**src/rtl/uart_pkg.sv**
```systemverilog
`default_nettype none
// ============================================================================
// Module      : uart_pkg
// Description : Shared definitions for the parametrised UART receiver:
//               parity mode constants, receive FSM state encoding, baud tick
//               divider calculation and FIFO entry width helper.
// Revision    : 1.0 - initial release
// ============================================================================
package uart_pkg;

    // Parity modes selected by the PARITY parameter
    localparam int PAR_NONE = 0;
    localparam int PAR_ODD  = 1;
    localparam int PAR_EVEN = 2;

    // Receive FSM state encoding
    typedef enum logic [2:0] {
        ST_IDLE   = 3'd0,
        ST_START  = 3'd1,
        ST_DATA   = 3'd2,
        ST_PARITY = 3'd3,
        ST_STOP   = 3'd4,
        ST_BREAK  = 3'd5
    } rx_state_t;

    // Clocks per oversample tick, rounded to nearest
    function automatic int calc_div(input longint clk_freq, input longint baud,
                                    input longint oversample);
        longint den;
        den = baud * oversample;
        return int'((clk_freq + den / 2) / den);
    endfunction

    // FIFO entry carries {ferr, perr, data}
    function automatic int entry_width(input int data_bits);
        return data_bits + 2;
    endfunction

endpackage
`default_nettype wire

```
**src/rtl/uart_sync_fifo.sv**
```systemverilog
`default_nettype none
// ============================================================================
// Module      : uart_sync_fifo
// Description : Small synchronous FIFO with full/empty flags. Push and pop may
//               occur in the same cycle; a push into a full FIFO is accepted
//               only when a pop frees a slot in that cycle. The head entry is
//               read directly from storage (no bypass from push to head).
// Ports       : clk, rst        - clock, synchronous active-high reset
//               push, push_data - write request and data
//               pop             - read request (ignored when empty)
//               head            - entry at the FIFO head
//               full, empty     - occupancy flags
// Revision    : 1.0 - initial release
// ============================================================================
module uart_sync_fifo #(
    parameter int WIDTH = 10,
    parameter int DEPTH = 4
) (
    input  logic             clk,
    input  logic             rst,
    input  logic             push,
    input  logic [WIDTH-1:0] push_data,
    input  logic             pop,
    output logic [WIDTH-1:0] head,
    output logic             full,
    output logic             empty
);

    localparam int PTR_W = (DEPTH > 1) ? $clog2(DEPTH) : 1;
    localparam int CNT_W = $clog2(DEPTH + 1);
    localparam logic [CNT_W-1:0] C_DEPTH = CNT_W'(DEPTH);

    logic [WIDTH-1:0] r_mem [DEPTH];
    logic [PTR_W-1:0] r_wr_ptr;
    logic [PTR_W-1:0] r_rd_ptr;
    logic [CNT_W-1:0] r_count;
    logic             w_do_pop;
    logic             w_do_push;

    assign empty     = (r_count == '0);
    assign full      = (r_count == C_DEPTH);
    assign w_do_pop  = pop && !empty;
    assign w_do_push = push && (!full || w_do_pop);
    assign head      = r_mem[r_rd_ptr];

    // Storage is cleared on reset so the head reads zero until first write.
    // DEPTH is a power of two, so pointers wrap naturally.
    always_ff @(posedge clk) begin
        if (rst) begin
            r_wr_ptr <= '0;
            r_rd_ptr <= '0;
            r_count  <= '0;
            for (int i = 0; i < DEPTH; i++) begin
                r_mem[i] <= '0;
            end
        end else begin
            if (w_do_push) begin
                r_mem[r_wr_ptr] <= push_data;
                r_wr_ptr        <= r_wr_ptr + 1'b1;
            end
            if (w_do_pop) begin
                r_rd_ptr <= r_rd_ptr + 1'b1;
            end
            case ({w_do_push, w_do_pop})
                2'b10:   r_count <= r_count + 1'b1;
                2'b01:   r_count <= r_count - 1'b1;
                default: r_count <= r_count;
            endcase
        end
    end

endmodule
`default_nettype wire

```
**src/rtl/uart_rx_param.sv**
```systemverilog
`default_nettype none
// ============================================================================
// Module      : uart_rx_param
// Description : Parametrised oversampling UART receiver. 3-sample majority
//               vote per bit, optional odd/even parity, 1 or 2 stop bits,
//               framing/parity error flags, break detection, and an output
//               FIFO presented as a valid/ready stream.
// Ports       : clk, rst      - clock, synchronous active-high reset
//               rx            - asynchronous serial input, idle high
//               m_data        - payload at FIFO head
//               m_perr/m_ferr - parity / framing error of head entry
//               m_valid       - head entry available
//               m_ready       - consumer accepts head entry
//               overrun       - sticky, frame dropped on full FIFO
//               overrun_clr   - clears overrun (set wins)
//               break_det     - one-cycle pulse on break detection
// Revision    : 1.0 - initial release
// ============================================================================
module uart_rx_param
    import uart_pkg::*;
#(
    parameter int CLK_FREQ   = 50_000_000,
    parameter int BAUD       = 115200,
    parameter int OVERSAMPLE = 16,
    parameter int DATA_BITS  = 8,
    parameter int PARITY     = 0,
    parameter int STOP_BITS  = 1,
    parameter int FIFO_DEPTH = 4
) (
    input  logic                 clk,
    input  logic                 rst,
    input  logic                 rx,
    output logic [DATA_BITS-1:0] m_data,
    output logic                 m_perr,
    output logic                 m_ferr,
    output logic                 m_valid,
    input  logic                 m_ready,
    output logic                 overrun,
    input  logic                 overrun_clr,
    output logic                 break_det
);

    localparam int DIV      = calc_div(longint'(CLK_FREQ), longint'(BAUD),
                                       longint'(OVERSAMPLE));
    localparam int DIV_W    = (DIV > 1) ? $clog2(DIV) : 1;
    localparam int OS_W     = $clog2(OVERSAMPLE);
    localparam int BIT_CLKS = DIV * OVERSAMPLE;
    localparam int HI_W     = $clog2(BIT_CLKS + 1);
    localparam int BCNT_W   = $clog2(DATA_BITS);
    localparam int ENTRY_W  = entry_width(DATA_BITS);

    localparam logic [DIV_W-1:0]  C_DIV_LAST = DIV_W'(DIV - 1);
    localparam logic [OS_W-1:0]   C_OS_LAST  = OS_W'(OVERSAMPLE - 1);
    // Counter value at the tick that is the Nth tick since the bit start
    // is N-1, so these select ticks OS/2-1, OS/2 and OS/2+1.
    localparam logic [OS_W-1:0]   C_SMP0     = OS_W'(OVERSAMPLE / 2 - 2);
    localparam logic [OS_W-1:0]   C_SMP1     = OS_W'(OVERSAMPLE / 2 - 1);
    localparam logic [OS_W-1:0]   C_SMP2     = OS_W'(OVERSAMPLE / 2);
    localparam logic [HI_W-1:0]   C_HI_LAST  = HI_W'(BIT_CLKS - 1);
    localparam logic [BCNT_W-1:0] C_BIT_LAST = BCNT_W'(DATA_BITS - 1);
    localparam logic              C_STOP_LAST = (STOP_BITS == 2);

    // ------------------------------------------------------------------
    // Input synchroniser and edge detect (all idle-high on reset)
    // ------------------------------------------------------------------
    logic r_sync1;
    logic r_sync2;
    logic r_rx_prev;
    logic w_rx;
    logic w_fall;

    always_ff @(posedge clk) begin
        if (rst) begin
            r_sync1   <= 1'b1;
            r_sync2   <= 1'b1;
            r_rx_prev <= 1'b1;
        end else begin
            r_sync1   <= rx;
            r_sync2   <= r_sync1;
            r_rx_prev <= r_sync2;
        end
    end

    assign w_rx   = r_sync2;
    assign w_fall = r_rx_prev & ~r_sync2;

    // ------------------------------------------------------------------
    // Receiver state
    // ------------------------------------------------------------------
    rx_state_t            r_state;
    logic                 r_armed;
    logic [HI_W-1:0]      r_high_cnt;
    logic [DIV_W-1:0]     r_div_cnt;
    logic [OS_W-1:0]      r_os_cnt;
    logic                 r_s0;
    logic                 r_s1;
    logic [DATA_BITS-1:0] r_data;
    logic [BCNT_W-1:0]    r_bit_cnt;
    logic                 r_stop_cnt;
    logic                 r_perr;
    logic                 r_ferr;
    logic                 r_par_zero;
    logic                 r_break_det;
    logic                 r_overrun;

    logic                 w_tick;
    logic                 w_decide;
    logic                 w_maj;
    logic                 w_par_exp;
    logic                 w_break;
    logic                 w_push;
    logic [ENTRY_W-1:0]   w_entry;
    logic [ENTRY_W-1:0]   w_head;
    logic                 w_full;
    logic                 w_empty;
    logic                 w_pop;

    assign w_tick   = (r_div_cnt == C_DIV_LAST);
    // Bit decision happens on the third sample tick, using the two stored
    // samples plus the live synchronised line value.
    assign w_decide = w_tick && (r_os_cnt == C_SMP2);
    assign w_maj    = (r_s0 & r_s1) | (r_s0 & w_rx) | (r_s1 & w_rx);

    // Expected parity bit: even mode makes the total count of ones even
    assign w_par_exp = (PARITY == PAR_ODD) ? ~^r_data : ^r_data;

    // Break is judged on the first stop bit: all-zero payload, zero parity
    // bit (or no parity) and a low stop sample.
    assign w_break  = (r_stop_cnt == 1'b0) && (r_data == '0) && r_par_zero && !w_maj;

    assign w_push   = (r_state == ST_STOP) && w_decide && !w_break
                      && (r_stop_cnt == C_STOP_LAST);
    assign w_entry  = {r_ferr | ~w_maj, r_perr, r_data};
    assign w_pop    = !w_empty && m_ready;

    always_ff @(posedge clk) begin
        if (rst) begin
            r_state     <= ST_IDLE;
            r_armed     <= 1'b0;
            r_high_cnt  <= '0;
            r_div_cnt   <= '0;
            r_os_cnt    <= '0;
            r_s0        <= 1'b1;
            r_s1        <= 1'b1;
            r_data      <= '0;
            r_bit_cnt   <= '0;
            r_stop_cnt  <= 1'b0;
            r_perr      <= 1'b0;
            r_ferr      <= 1'b0;
            r_par_zero  <= 1'b1;
            r_break_det <= 1'b0;
        end else begin
            r_break_det <= 1'b0;

            // Free-running tick/oversample counters; realigned on start edge
            if (w_tick) begin
                r_div_cnt <= '0;
                r_os_cnt  <= (r_os_cnt == C_OS_LAST) ? '0 : r_os_cnt + 1'b1;
                if (r_os_cnt == C_SMP0) r_s0 <= w_rx;
                if (r_os_cnt == C_SMP1) r_s1 <= w_rx;
            end else begin
                r_div_cnt <= r_div_cnt + 1'b1;
            end

            case (r_state)
                ST_IDLE: begin
                    if (!r_armed) begin
                        // Require one full bit time of idle line first
                        if (!w_rx) begin
                            r_high_cnt <= '0;
                        end else if (r_high_cnt == C_HI_LAST) begin
                            r_armed    <= 1'b1;
                            r_high_cnt <= '0;
                        end else begin
                            r_high_cnt <= r_high_cnt + 1'b1;
                        end
                    end else if (w_fall) begin
                        r_state    <= ST_START;
                        r_div_cnt  <= '0;
                        r_os_cnt   <= '0;
                        r_bit_cnt  <= '0;
                        r_stop_cnt <= 1'b0;
                        r_perr     <= 1'b0;
                        r_ferr     <= 1'b0;
                        r_par_zero <= 1'b1;
                    end
                end

                ST_START: begin
                    if (w_decide) begin
                        r_state <= w_maj ? ST_IDLE : ST_DATA;
                    end
                end

                ST_DATA: begin
                    if (w_decide) begin
                        r_data <= {w_maj, r_data[DATA_BITS-1:1]};
                        if (r_bit_cnt == C_BIT_LAST) begin
                            r_state <= (PARITY != PAR_NONE) ? ST_PARITY : ST_STOP;
                        end else begin
                            r_bit_cnt <= r_bit_cnt + 1'b1;
                        end
                    end
                end

                ST_PARITY: begin
                    if (w_decide) begin
                        r_perr     <= (w_maj != w_par_exp);
                        r_par_zero <= ~w_maj;
                        r_state    <= ST_STOP;
                    end
                end

                ST_STOP: begin
                    if (w_decide) begin
                        if (w_break) begin
                            r_state     <= ST_BREAK;
                            r_break_det <= 1'b1;
                            r_high_cnt  <= '0;
                        end else if (r_stop_cnt == C_STOP_LAST) begin
                            r_state <= ST_IDLE;
                        end else begin
                            r_ferr     <= r_ferr | ~w_maj;
                            r_stop_cnt <= 1'b1;
                        end
                    end
                end

                ST_BREAK: begin
                    if (!w_rx) begin
                        r_high_cnt <= '0;
                    end else if (r_high_cnt == C_HI_LAST) begin
                        r_state    <= ST_IDLE;
                        r_high_cnt <= '0;
                    end else begin
                        r_high_cnt <= r_high_cnt + 1'b1;
                    end
                end

                default: r_state <= ST_IDLE;
            endcase
        end
    end

    // Sticky overrun: a push into a full FIFO that is not popping drops the
    // frame. Setting takes priority over clearing.
    always_ff @(posedge clk) begin
        if (rst) begin
            r_overrun <= 1'b0;
        end else if (w_push && w_full && !w_pop) begin
            r_overrun <= 1'b1;
        end else if (overrun_clr) begin
            r_overrun <= 1'b0;
        end
    end

    uart_sync_fifo #(
        .WIDTH (ENTRY_W),
        .DEPTH (FIFO_DEPTH)
    ) u_fifo (
        .clk       (clk),
        .rst       (rst),
        .push      (w_push),
        .push_data (w_entry),
        .pop       (w_pop),
        .head      (w_head),
        .full      (w_full),
        .empty     (w_empty)
    );

    assign m_data    = w_head[DATA_BITS-1:0];
    assign m_perr    = w_head[DATA_BITS];
    assign m_ferr    = w_head[DATA_BITS+1];
    assign m_valid   = ~w_empty;
    assign overrun   = r_overrun;
    assign break_det = r_break_det;

endmodule
`default_nettype wire
```
**config.mk**
```make
export PLATFORM = sky130hd
export DESIGN_NAME = uart_rx_param
export DESIGN_NICKNAME = d
export VERILOG_FILES = /design/src/rtl/uart_pkg.sv /design/src/rtl/uart_sync_fifo.sv /design/src/rtl/uart_rx_param.sv
export SDC_FILE = /design/constraint.sdc
export NUM_CORES = 1
export LEC_CHECK = 0
export BUFFER_PORTS_ARGS = -buffer_cell sky130_fd_sc_hd__buf_2
export CAP_MARGIN = 10
export CORE_MARGIN = 2
export CORE_UTILIZATION = 43
export DETAILED_ROUTE_END_ITERATION = 8
export GPL_TIMING_DRIVEN = 1
export PLACE_DENSITY = 0.56
export SYNTH_ARGS = -nofsm -noshare
export SYNTH_HDL_FRONTEND = slang
export SYNTH_SLANG_ARGS = --single-unit
```
**constraint.sdc**
```tcl
create_clock -name clk -period 3.4 [get_ports clk]
set_input_delay 0.68 -clock clk [delete_from_list [all_inputs] [get_ports clk]]
set_output_delay 0.68 -clock clk [all_outputs]
set_load 0.05 [all_outputs]
```
==> qor.csv <==
stage,metric,value,unit
sta,Worst Tran Pin Value,0.7907,ns
sta,Clock Skew,0.006156,ns
cts,CTS hold repair buffers,0,
cts,H-tree depth,3,
synthesis,register area share after synthesis,51.99,%
critical_path,FF-to-FF Start,r_sync2,
synthesis,syn_area_per_cell,10.92,sq um
place,gpl congestion,0.7830,
drt,drt total wl,8091,microns
sta,fraction of the cycle the final worst path needs,78.45,%
sta,fmax,374.9,MHz
synthesis,"Distinct cells, synth",50,
cts,deepest clock path buffer count,2,
critical_path,Crit path largest cell delay,0.47,ns
critical_path,Worst path slowest cell,maj3_1,
synthesis,Synth Instances,395,
grt,GRT Overall Usage,16.22,%
critical_path,Worst Path Required,3.66,ns
finish,Layout fillers,919,
finish,"commonest non-fill, non-tap cell in the layout",dfxtp_1,
sta,Pins Over Slew Limit,0,
critical_path,Worst R2R End,u_fifo.r_count[2],
finish,Final Util,48.78,%
drt,DRC Markers,0,
cts,cts bufs inserted,9,
finish,fin nets,431,
grt,busiest grt layer,met2,
sta,Hold Slack,0.4202,ns
sta,setup violators final,0,
cts,TritonCTS clock tree,done,
cts,post-CTS setup buffers,0,
critical_path,CP Launch Type,register,
grt,initial antenna violation count,0,
cts,clk_lat worst skew,0.37,ns
place,port bufs,17,
cts,post-CTS resize count,0,
drt,Starting DRT DRC Count,84,
hold_path,Tightest Hold Check Type,register to register,
critical_path,critical path class,register to register,
floorplanning,Core Footprint,9774,sq um
finish,Seq. cell area,2242,sq um
pwr,Worst VDD drop,0.2397,mV
grt,first-pass GRT wire length,13860,microns
floorplanning,IO Count,18,
drt,WL/cell,14.68,microns
critical_path,critical-path cell list,maj3_1 > or3_1 > a31oi_1 > inv_1 > fa_1 > a22oi_1 > mux2_2,
floorplanning,Die Width,104.2,microns
sta,max_slew headroom,46.55,%
drt,vias,2886,
synthesis,"flops & latches, synth",92,
sta,setup TNS,0,ns
critical_path,crit path capture type,register,
hold_path,Worst Hold End,r_sync2,
place,Post-DP HPWL,5821,microns
grt,M2 GR Usage,26.36,%
synthesis,post-synthesis cell area,4313,sq um
grt,met1 Track Usage GR,20.96,%
sta,final hold violation count,0,
floorplanning,Site Rows,36,
drt,post-route ant nets,0,
run_status,outcome,"finished, final reports clean",
flow_run,Max-Cap Viols,0,
floorplanning,Die Span Y,104.2,microns
critical_path,reg2reg setup slack,0.73,ns
hold_path,Hold Crit Start,r_sync1,
synthesis,Post-Syn Nets,413,
floorplanning,initial core utilization,44.12,%
grt,global routing usage on met3,2.632,%
floorplanning,total die area,10850,sq um
synthesis,"FFs w/ async S/R, synth",0,%
critical_path,CP max FO,8,
sta,fin crit period,2.667,ns
grt,vias in the first global route,2821,
grt,"Remaining Overflow, GRT",0,
cts,CTS root buf,clkbuf_8,
synthesis,Syn. warnings,0,
finish,Syn-to-layout area delta,10.56,%
pwr,Leak,1.672,nW
drt,via/cell ratio,5.238,
hold_path,Hold Crit Depth,1,
synthesis,commonest register cell after synthesis,dfxtp_1,
finish,most frequent cells in the layout,"dfxtp_1, edfxtp_1, nor2_1, nor3_1, and2_1",
drt,first drt pass iteration count,4,
pwr,Pwr Density,577.8,nW/um^2
synthesis,"EDFF count, synth",40,
cts,"CTS clk-pin slew, worst paths",0.09,ns
grt,largest net degree at the start of global routing,40,
finish,area of the multi-input gates,1933,sq um
finish,layout cells sized above 1,15.79,%
finish,diode count,0,
critical_path,crit path DAT,2.93,ns
cts,Sink Count,92,
critical_path,worst reg2reg path depth,7,
sta,RSZ-0062 raised after global routing,no,
## critical path: cells and delay by family (launching register included)
kind                     cells  cell delay, ns
AND/OR/NAND/NOR              1            0.47
AO/OA/AOI/OAI                2            0.43
adder cells (fa/ha/maj)      2            0.85
multiplexers                 1            0.34
flip-flops                   1            0.38
buffers and inverters        1            0.09
## cell type report
cell class	count	share of cell area (%)
inverters	19	1.496
clock inverters	6	1.679
well taps	133	3.490
repair buffers	24	2.886
multi-input cells	267	40.54
clock buffers	10	2.886
flip-flops and latches	92	47.02
## synthesized netlist by cell type (2+ instances only)
master,instances,area (sq um)
a211oi_1,2,15.01
a21boi_0,2,15.01
a21oi_1,15,75.07
a311o_1,2,20.02
a311oi_1,5,43.79
a31oi_1,6,37.54
and2_1,23,143.9
and3_1,3,18.77
buf_1,3,11.26
buf_2,2,10.01
clkbuf_1,12,45.04
dfxtp_1,52,1041
edfxtp_1,40,1201
ha_1,12,150.1
inv_1,19,71.32
mux2_2,3,33.78
mux2i_1,12,120.1
mux4_2,10,225.2
nand2_1,18,67.56
nand2b_1,7,43.79
nand3_1,7,35.03
nand3b_1,3,22.52
nor2_1,37,138.9
nor2b_1,7,43.79
nor3_1,30,150.1
nor4_1,4,25.02
nor4_4,2,42.54
nor4b_1,2,17.52
o21ai_0,10,50.05
o21bai_1,5,37.54
or2_2,7,43.79
or3_1,5,31.28
xnor2_1,8,70.07
xor2_1,4,35.03
## worst max-delay path by stage
stage                             from                  to
after floorplan           r_div_cnt[0]  u_fifo.r_mem[0][0]
after global placement         r_sync2   u_fifo.r_count[2]
after detailed placement       r_sync2   u_fifo.r_count[2]
after CTS                     register              m_perr
after global routing           r_sync2   u_fifo.r_count[2]
final                          r_sync2   u_fifo.r_count[2]
## stage by stage
stage | total power [mW] | setup WS [ns] | cells | cell area, sq um
floorplan | 1.854 | 0.7091 | 395 | 4313
global placement | 1.981 | 0.7832 | 535 | 4551
detailed placement | 1.986 | 0.7257 | 535 | 4551
CTS | 2.787 | 0.7131 | 551 | 4768
global route | 2.897 | 0.5595 | 551 | 4768
finish | 2.755 | 0.7326 | 551 | 4768
## where the power goes
group	leakage [nW]	internal [mW]	switching, mW
clock	0.115	0.428	0.375
combinational	0.723	0.242	0.396
sequential	0.834	1.22	0.0982
total	1.67	1.89	0.868
## logic make-up (layout without fill, tap and decap cells)
group	Yosys count	count (layout)	share of synthesized area, %
muxes	25	25	8.790
buffers and inverters	36	59	3.191
DFF	92	92	51.99
AOI/OAI and AO/OA	53	53	8.007
adders and majority gates	14	14	4.177
xor gates and xnor gates	12	12	2.437
and+or+nand+nor	163	163	21.41
## sequential cells by signal (all words and copies together) (netlist names), 2 cells and up, named ones only
signal / count
r_state: 3
r_os_cnt: 4
u_fifo.r_mem: 40
u_fifo.r_rd_ptr: 2
r_bit_cnt: 3
r_data: 8
r_div_cnt: 5
u_fifo.r_count: 3
r_high_cnt: 9
u_fifo.r_wr_ptr: 2
## per-layer routing
metal,vias up,wire (microns)
li1,1458,-
met1,1373,3826
met2,43,3885
met3,12,199
met4,0,179
met5,-,0
Note: power is estimated with default switching activity, not from simulation.
